## config.mk

```make
export PLATFORM = sky130hd
export DESIGN_NAME = vespa_int_ctrl
export DESIGN_NICKNAME = d
export VERILOG_FILES = /design/src/rtl/vespa_int_ctrl.sv
export SDC_FILE = /design/constraint.sdc
export NUM_CORES = 1
export LEC_CHECK = 0
export CAP_MARGIN = 20
export CORE_MARGIN = 5
export CORE_UTILIZATION = 45
export CTS_CLUSTER_DIAMETER = 30
export DETAILED_ROUTE_END_ITERATION = 7
export PLACE_DENSITY = 0.76
export SLEW_MARGIN = 0
export SYNTH_ARGS = -nofsm -noshare
export SYNTH_HDL_FRONTEND = slang
export SYNTH_SLANG_ARGS = --single-unit
export TNS_END_PERCENT = 30
```

## constraint.sdc

```tcl
create_clock -name clk -period 1.49 [get_ports clk]
set_input_delay 0.2235 -clock clk [delete_from_list [all_inputs] [get_ports clk]]
set_output_delay 0.2235 -clock clk [all_outputs]
set_load 0.02 [all_outputs]
```

## src/rtl/vespa_int_ctrl.sv

```systemverilog
// ---------------------------------------------------------------------------
// vespa_int_ctrl
// Interrupt controller for the VeSPA CPU interrupt interface. Four
// peripheral IRQ lines are edge-detected and latched into a pending
// register. A software mask selects which pending sources are eligible.
// One prioritised request (lowest index wins) is presented to the CPU and
// tracked through the attend/complete handshake. Only one interrupt is in
// service at a time, so there is no nesting.
//
// Build option:
//   INT_CTRL_SYNC_EN - when defined, each irq_in bit passes through a
//                      2-flop synchroniser before edge detection. This adds
//                      two clocks of edge-to-pending latency. When it is
//                      undefined, irq_in is taken as synchronous to clk.
// ---------------------------------------------------------------------------
module vespa_int_ctrl #(
  // Fixed at 4 to match the 2-bit int_number. Other values are unsupported.
  parameter int                 NUM_SRC  = 4,
  // Mask value after reset. A 1 bit enables that source.
  parameter logic [NUM_SRC-1:0] RST_MASK = 4'b0000
) (
  input  logic               clk,
  input  logic               rst,               // async, active-low
  input  logic [NUM_SRC-1:0] irq_in,
  input  logic               mask_we,
  input  logic [NUM_SRC-1:0] mask_data,
  output logic               int_req,
  output logic [1:0]         int_number,
  input  logic               int_ack_attended,
  input  logic               int_ack_complete,
  output logic [NUM_SRC-1:0] pending,
  output logic [NUM_SRC-1:0] in_service
);

  typedef enum logic [1:0] {
    IDLE    = 2'd0,
    REQ     = 2'd1,
    SERVICE = 2'd2
  } state_e;

  state_e             state_q;
  logic               int_req_q;
  logic [1:0]         int_number_q;
  logic [NUM_SRC-1:0] in_service_q;

  logic [NUM_SRC-1:0] irq_s;
  logic [NUM_SRC-1:0] irq_prev_q;
  logic [NUM_SRC-1:0] rise;
  logic [NUM_SRC-1:0] mask_q;
  logic [NUM_SRC-1:0] pending_q;
  logic [NUM_SRC-1:0] pending_d;
  logic [NUM_SRC-1:0] eligible;
  logic               winner_valid;
  logic [1:0]         winner_idx;
  logic               attend_take;
  logic [NUM_SRC-1:0] number_onehot;

  // -------------------------------------------------------------------------
  // Input conditioning
  // -------------------------------------------------------------------------
`ifdef INT_CTRL_SYNC_EN
  logic [NUM_SRC-1:0] sync1_q;
  logic [NUM_SRC-1:0] sync2_q;

  // Two-flop synchroniser per bit, used when irq_in is asynchronous to clk.
  always_ff @(posedge clk or negedge rst) begin
    if (!rst) begin
      sync1_q <= '0;
      sync2_q <= '0;
    end else begin
      // NOTE: non-blocking assignments make sync2_q take the old sync1_q.
      // With blocking assignments the two flops would collapse into one.
      sync1_q <= irq_in;
      sync2_q <= sync1_q;
    end
  end

  assign irq_s = sync2_q;
`else
  assign irq_s = irq_in;
`endif

  // Keep the previous sample of the conditioned IRQ lines for edge detection.
  always_ff @(posedge clk or negedge rst) begin
    if (!rst) irq_prev_q <= '0;
    else      irq_prev_q <= irq_s;
  end

  // A bit is a rising edge when it is high now and was low last sample.
  // A level held high therefore does not re-trigger.
  assign rise = irq_s & ~irq_prev_q;

  // -------------------------------------------------------------------------
  // Software mask
  // -------------------------------------------------------------------------
  // Load the mask register when mask_we is high.
  always_ff @(posedge clk or negedge rst) begin
    if (!rst)         mask_q <= RST_MASK;
    else if (mask_we) mask_q <= mask_data;
  end

  // -------------------------------------------------------------------------
  // Pending register
  // -------------------------------------------------------------------------
  // The attend is taken only in REQ. It clears the pending bit of the vector
  // being serviced.
  assign attend_take   = (state_q == REQ) && int_ack_attended;
  assign number_onehot = NUM_SRC'(1) << int_number_q;

  // The set term is ORed in last, so a new edge on the same clock as the
  // attend clear leaves the bit pending.
  always_comb begin
    pending_d = pending_q;
    if (attend_take) pending_d = pending_d & ~number_onehot;
    pending_d = pending_d | rise;
  end

  // Latch edges into pending. The mask does not gate this register.
  always_ff @(posedge clk or negedge rst) begin
    if (!rst) pending_q <= '0;
    else      pending_q <= pending_d;
  end

  // -------------------------------------------------------------------------
  // Priority select: lowest eligible index wins
  // -------------------------------------------------------------------------
  assign eligible = pending_q & mask_q;

  // Scan from the highest index down, so the lowest set bit is written last.
  always_comb begin
    // NOTE: both outputs get a default before the loop. Without one, a path
    // that leaves them unassigned would infer a latch.
    winner_valid = 1'b0;
    winner_idx   = 2'd0;
    for (int i = NUM_SRC - 1; i >= 0; i--) begin
      if (eligible[i]) begin
        winner_valid = 1'b1;
        winner_idx   = 2'(i);
      end
    end
  end

  // -------------------------------------------------------------------------
  // Handshake FSM with registered outputs
  // -------------------------------------------------------------------------
  // IDLE picks a winner, REQ holds the vector until attend, and SERVICE waits
  // for complete. The vector stays frozen from the IDLE decision until the
  // next IDLE decision.
  always_ff @(posedge clk or negedge rst) begin
    if (!rst) begin
      state_q      <= IDLE;
      int_req_q    <= 1'b0;
      int_number_q <= 2'd0;
      in_service_q <= '0;
    end else begin
      unique case (state_q)
        IDLE: begin
          if (winner_valid) begin
            state_q      <= REQ;
            int_req_q    <= 1'b1;
            int_number_q <= winner_idx;
          end
        end
        REQ: begin
          // Attend wins over a same-cycle complete. Complete is ignored here.
          if (int_ack_attended) begin
            state_q      <= SERVICE;
            int_req_q    <= 1'b0;
            in_service_q <= number_onehot;
          end
        end
        SERVICE: begin
          if (int_ack_complete) begin
            state_q      <= IDLE;
            in_service_q <= '0;
          end
        end
        default: begin
          state_q      <= IDLE;
          int_req_q    <= 1'b0;
          in_service_q <= '0;
        end
      endcase
    end
  end

  assign int_req    = int_req_q;
  assign int_number = int_number_q;
  assign pending    = pending_q;
  assign in_service = in_service_q;

endmodule

```

# ---- Yosys cells after proc, flatten, opt, wreduce, memory -nomap -nowiden
# Index checks and enable logic that the tools add are counted.
dict set report op_classes {
  n_eq_ne 5
  shift 1
  muxes 19
  bitwise_logic 8
  reduce_logical 6
}
# operator count
set op_table {}
lappend op_table {{2-to-1 mux 2 bit} 7}
lappend op_table {{bitwise AND 4 bit} 3}
lappend op_table {{2-to-1 mux 4 bit} 3}
lappend op_table {{one-hot mux 4 bit (3 select lines)} 1}
lappend op_table {{AND reduction 3 bit} 3}
lappend op_table {{NOT 4 bit} 2}
lappend op_table {{2-to-1 mux 1 bit} 6}
lappend op_table {{inequality test 2 bit, second input constant} 3}
lappend op_table {{one-hot mux 2 bit (3 select lines)} 1}
lappend op_table {{OR 4 bit} 1}
lappend op_table {{<< shifter 1 x 2 -> 4 bit, first input constant} 1}
lappend op_table {{one-hot mux 1 bit (3 select lines)} 1}
lappend op_table {{equality test 2 x 1 -> 1 bit, second input constant} 1}
lappend op_table {{equality test 2 bit, second input constant} 1}
lappend op_table {{logical NOT 2 bit} 1}
lappend op_table {{NOT 1 bit} 2}
lappend op_table {{AND reduction 2 bit} 1}
lappend op_table {{logical AND 1 bit} 1}
dict set report word_totals {
  reg_bits 21
  input_bits 13
  out_inout_bits 11
  wordCells 46
}

# ---- Depth between registers and ports, before layout
dict set report logic_depth {
  depth_word 7
  ltp_mapped 3
  ltp_nobuf 3
}

# ---- Worst setup path before layout
# Ideal clock, no wire load.
dict set report synth_timing {
  kind {flip-flop to flip-flop}
  start {register int_number_q[1] (netlist: int_number[1])}
  end {register pending_q[1] (netlist: pending[1])}
  setup_ps 121
  arrival_ps 1006
  t_required_ps 1369
  setup_slack_ps 363
  path_stages_with_launch 4
  path_buffers 0
  period_less_slack_ps 1127
  cell_sequence {dfrtp_1 -> and4bb_1 -> nand2_1 -> a22o_1}
}
dict set report synth_between {
  elab_chain_len 5
}
# element line
set synth_lines {}
lappend synth_lines {{start, declared} 43} ;# logic [1:0] int_number_q;
lappend synth_lines {{start signal, assigned} 161} ;# int_number_q <= winner_idx;
lappend synth_lines {{<< shifter 1 x 2 -> 4 bit} 108} ;# assign number_onehot = NUM_SRC'(1) << int_number_q;
lappend synth_lines {{NOT 4 bit} 114} ;# if (attend_take) pending_d = pending_d & ~number_onehot;
lappend synth_lines {{bitwise AND 4 bit} 114}
lappend synth_lines {{2-to-1 mux 4 bit} 114}
lappend synth_lines {{OR 4 bit} 115} ;# pending_d = pending_d | rise;
lappend synth_lines {{via pending_d[1]} 51} ;# logic [NUM_SRC-1:0] pending_d;
lappend synth_lines {{end signal, assigned} 121} ;# else pending_q <= pending_d;
lappend synth_lines {{end, declared} 50} ;# logic [NUM_SRC-1:0] pending_q;
# The timed path passes the listed nets, and every way through them passes these cells.
# A chain may end at the register's enable or synchronous reset.

# ---- Worst setup path in the final report
dict set report layout_timing {
  start {register pending_q[2] (netlist: pending[2])}
  end {output port pending[2]}
}
# element line
set layout_lines {}
lappend layout_lines {{end, declared} 31} ;# output logic [NUM_SRC-1:0] pending,
# No word-level cell between the ends.

==> results.md <==
* RR Endpoint: pending[3]
* Leakage at 0.5424 nW
* Max-cap viol count at 0
* Final WL at 1770 µm
* Synth top area share at 63.54%
* CP endpoint kind: primary output
* Root Buffer: clkbuf_4
* Dominant cell type by area after synthesis: dfrtp_1
* First-pass GRT wire length at 2925 µm
* Layout cells sized above 1 at 11.83%
* Max stage delay on crit path at 0.42 ns
* CTS clk-pin slew, worst paths at 0.12 ns
* Pin count of the biggest net entering global routing at 22
* Yosys cell types at 22
* Total clock sinks at 21
* Average cell area after synthesis at 12.92 µm²
* CTS H-tree lvls at 1
* Antenna viol nets, final at 0
* Fin crit share at 88.57%
* Async SR Flop Fraction at 100.0%
* Core area at 0.001745 mm²
* Worst slew margin at 82.95%
* NetSw at 0.7433 mW
* EDFF count, synth at 0
* Die H at approximately 53 µm
* Post-Syn Area at ~830 µm²
* Seq pwr share at 44.9%
* Critical path data arrival time at 1.10 ns
* Power density cells at 1745 mW/mm²
* Bufs on Longest Clock Path at 2
* Bufs and invs on worst path at 1
* Cell Chain, Critical Path: dlygate4sd2_1
* CTS tree: done
* Row count at 15
* Ys flop type: dfrtp_1
* DRC Markers at 0
* Mapped Cells at 64
* Commonest non-fill, non-tap cell in the layout: dfrtp_1
* Antenna Diode Count at 0
* Post-Syn Nets at 77
* Final min period at 1.320 ns
* R2R Setup Slk at 0.28 ns
* IO Count at 24
* Multi-input gate area at 282.8 µm²
* R2R cell count at 3
* Final net count at ~110
* Crit-path leading delay family: flip-flops
* Combinational fraction of design power at 41.4%
* Maximum VDD drop at 0.9784 mV
* Vias per inst at just over 5
* Worst R2R Start: state_q[1]
* Starting DRT DRC Count at 11
* HPWL after DPL at 1367 µm
* Synth Register Bits at 21
* Pre-Repair DR Iteration Count at 4
* Crit Path Class: reg2out
* Syn. warnings at 0
* Total gr overflow at 0
* Setup crit start kind: flop
* Area contributors post-synth: dfrtp_1 64%, mux2_2 5.4%, a22o_1 4.2%
* Unrepaired setup endpoints after global routing: no
* Initial Utilization at 47.38%
* Routability cong. at about 0.76
* P&R area growth vs syn at 36.01%
* Worst-Margin Slew at between 0.2 and 0.3 ns
* Status: completed
* Clock share of power at between 10% and 20%
* Sequential fraction of the synthesis area at 63.54%
* Port Buffers at 23
* Routed length per placed instance at 15.00 µm
* Commonest cells after routing, fill and taps aside: 21 x dfrtp_1, 12 x clkdlybuf4s50_1, 9 x dlygate4sd2_1
* HP Class: in2async
* Die area at 0.002795 mm²
* Slowest cell on the critical path: dfrtp_1
* FF/Latch Area at 525.5 µm²
* Worst EP required at around 1.3 ns
* All-Layer GR Usage at between 10% and 20%
* Max Transition Viols Final at 0
* Number of global-route vias before repair at 688
* Worst-Skew Late Latency at 0.29 ns
* Fill cell count at between 100 and 150
* FMAX at 757.8 MHz
* Maximum fanout along the worst path at 4
* Die W at 52.87 µm
* Vias at between 600 and 700
* Worst setup margin at 0.1704 ns
* Initial antenna violation count at 0
* Fin. Hold Viols at 0
* Dpl ws at -0.03844 ns
* Setup_tns at 0 ns
* Final setup fails at 0
* Clk_skew at 0.002983 ns
* CTS buffer count at 3
* Switching share of power at 37.87%
* Internal Power at 1.219 mW
## final cells by class
class,instances,share of cell area (%)
Sequential cell,21,46.72
Clock buffer,3,2.002
Multi-Input combinational cell,38,25.14
Timing Repair Buffer,25,21.25
Inverter,5,1.669
Tap cell,25,2.781
Clock inverter,1,0.4449
## power by group through the flow
| stage | Clock (mW) | Sequential [mW] | Combinational, mW |
|---|---|---|---|
| 3_5_place_dp | 0 | 0.900 | 0.887 |
| 3_3_place_gp | 0 | 0.886 | 0.867 |
| 6_report | 0.268 | 0.882 | 0.812 |
| 4_1_cts | 0.269 | 0.885 | 0.824 |
| 2_1_floorplan | 0 | 1.02 | 0.346 |
| 5_1_grt | 0.292 | 0.913 | 0.876 |
## cell usage after synthesis (2+ instances only)
cell,n
o21ai_0,5
inv_1,5
o2bb2ai_1,2
o22a_1,2
a21o_1,2
mux2_2,4
a22o_1,4
a21oi_1,3
nand2_1,4
dfrtp_1,21
## cell families (layout without fill, tap and decap cells)
logic type	count (synthesis)	in the layout	synth area share (%)
buffers and inverters	5	34	2.270
AO/OA/AOI/OAI	22	22	19.06
AND/OR/NAND/NOR	12	12	9.683
flip-flops	21	21	63.54
multiplexers	4	4	5.446
## worst max path at each step
stage                     startpoint             to  slack, ns  cells after the start
finish                    pending[2]     pending[2]       0.17                      1
detailed placement  int_ack_attended  in_service[3]      -0.04                      4
CTS                    in_service[2]  in_service[2]      0.001                      1
floorplan              int_number[1]     pending[1]       0.36                      3
global route           int_number[1]  int_number[1]       0.12                      1
global placement    int_ack_attended  in_service[3]       0.04                      4
## worst register-to-register path: stages (launching register included)
cell and delay [ns]:
dfrtp_1 0.47, and2b_1 0.27, nand4_1 0.16, a22o_1 0.22
## per-layer routing
layer  global-route usage [%]  vias up  routed length, µm
met1                    17.90      293                758
met4                    5.106        0                 14
li1                         -      294                  -
met3                    2.817        2                 75
met5                        0        -                  0
met2                    24.79       18                921
## registers in the layout, summed over array words and instances, names as in the netlist
signal	count
pending	4
mask_q	4
int_number	2
int_req	1
irq_prev_q	4
in_service	4
state_q	2
## per-stage QoR
stage	total power, mW	hold slack (ns)	cell area [µm²]	cells	util [%]
after floorplan	1.366	-0.07209	827.0	64	-
after global placement	1.753	0.4030	1104	114	63.23
after detailed placement	1.787	0.4333	1104	114	63.23
after CTS	1.978	0.2645	1120	118	64.16
after global routing	2.081	0.2665	1125	118	64.44
final	1.963	0.2492	1125	118	64.44
## timing repair
| item | 4_1_cts | 5_1_grt |
|---|---|---|
| gates resized for setup | 9 | 2 |
| setup endpoints to repair | 9 | 2 |
| cloned | 0 | 0 |
| setup buffers | 0 | 0 |
| hold endpoints to repair | 0 | 0 |
| hold buffers | 0 | 0 |
No activity file was read; power rests on OpenSTA's default activity.
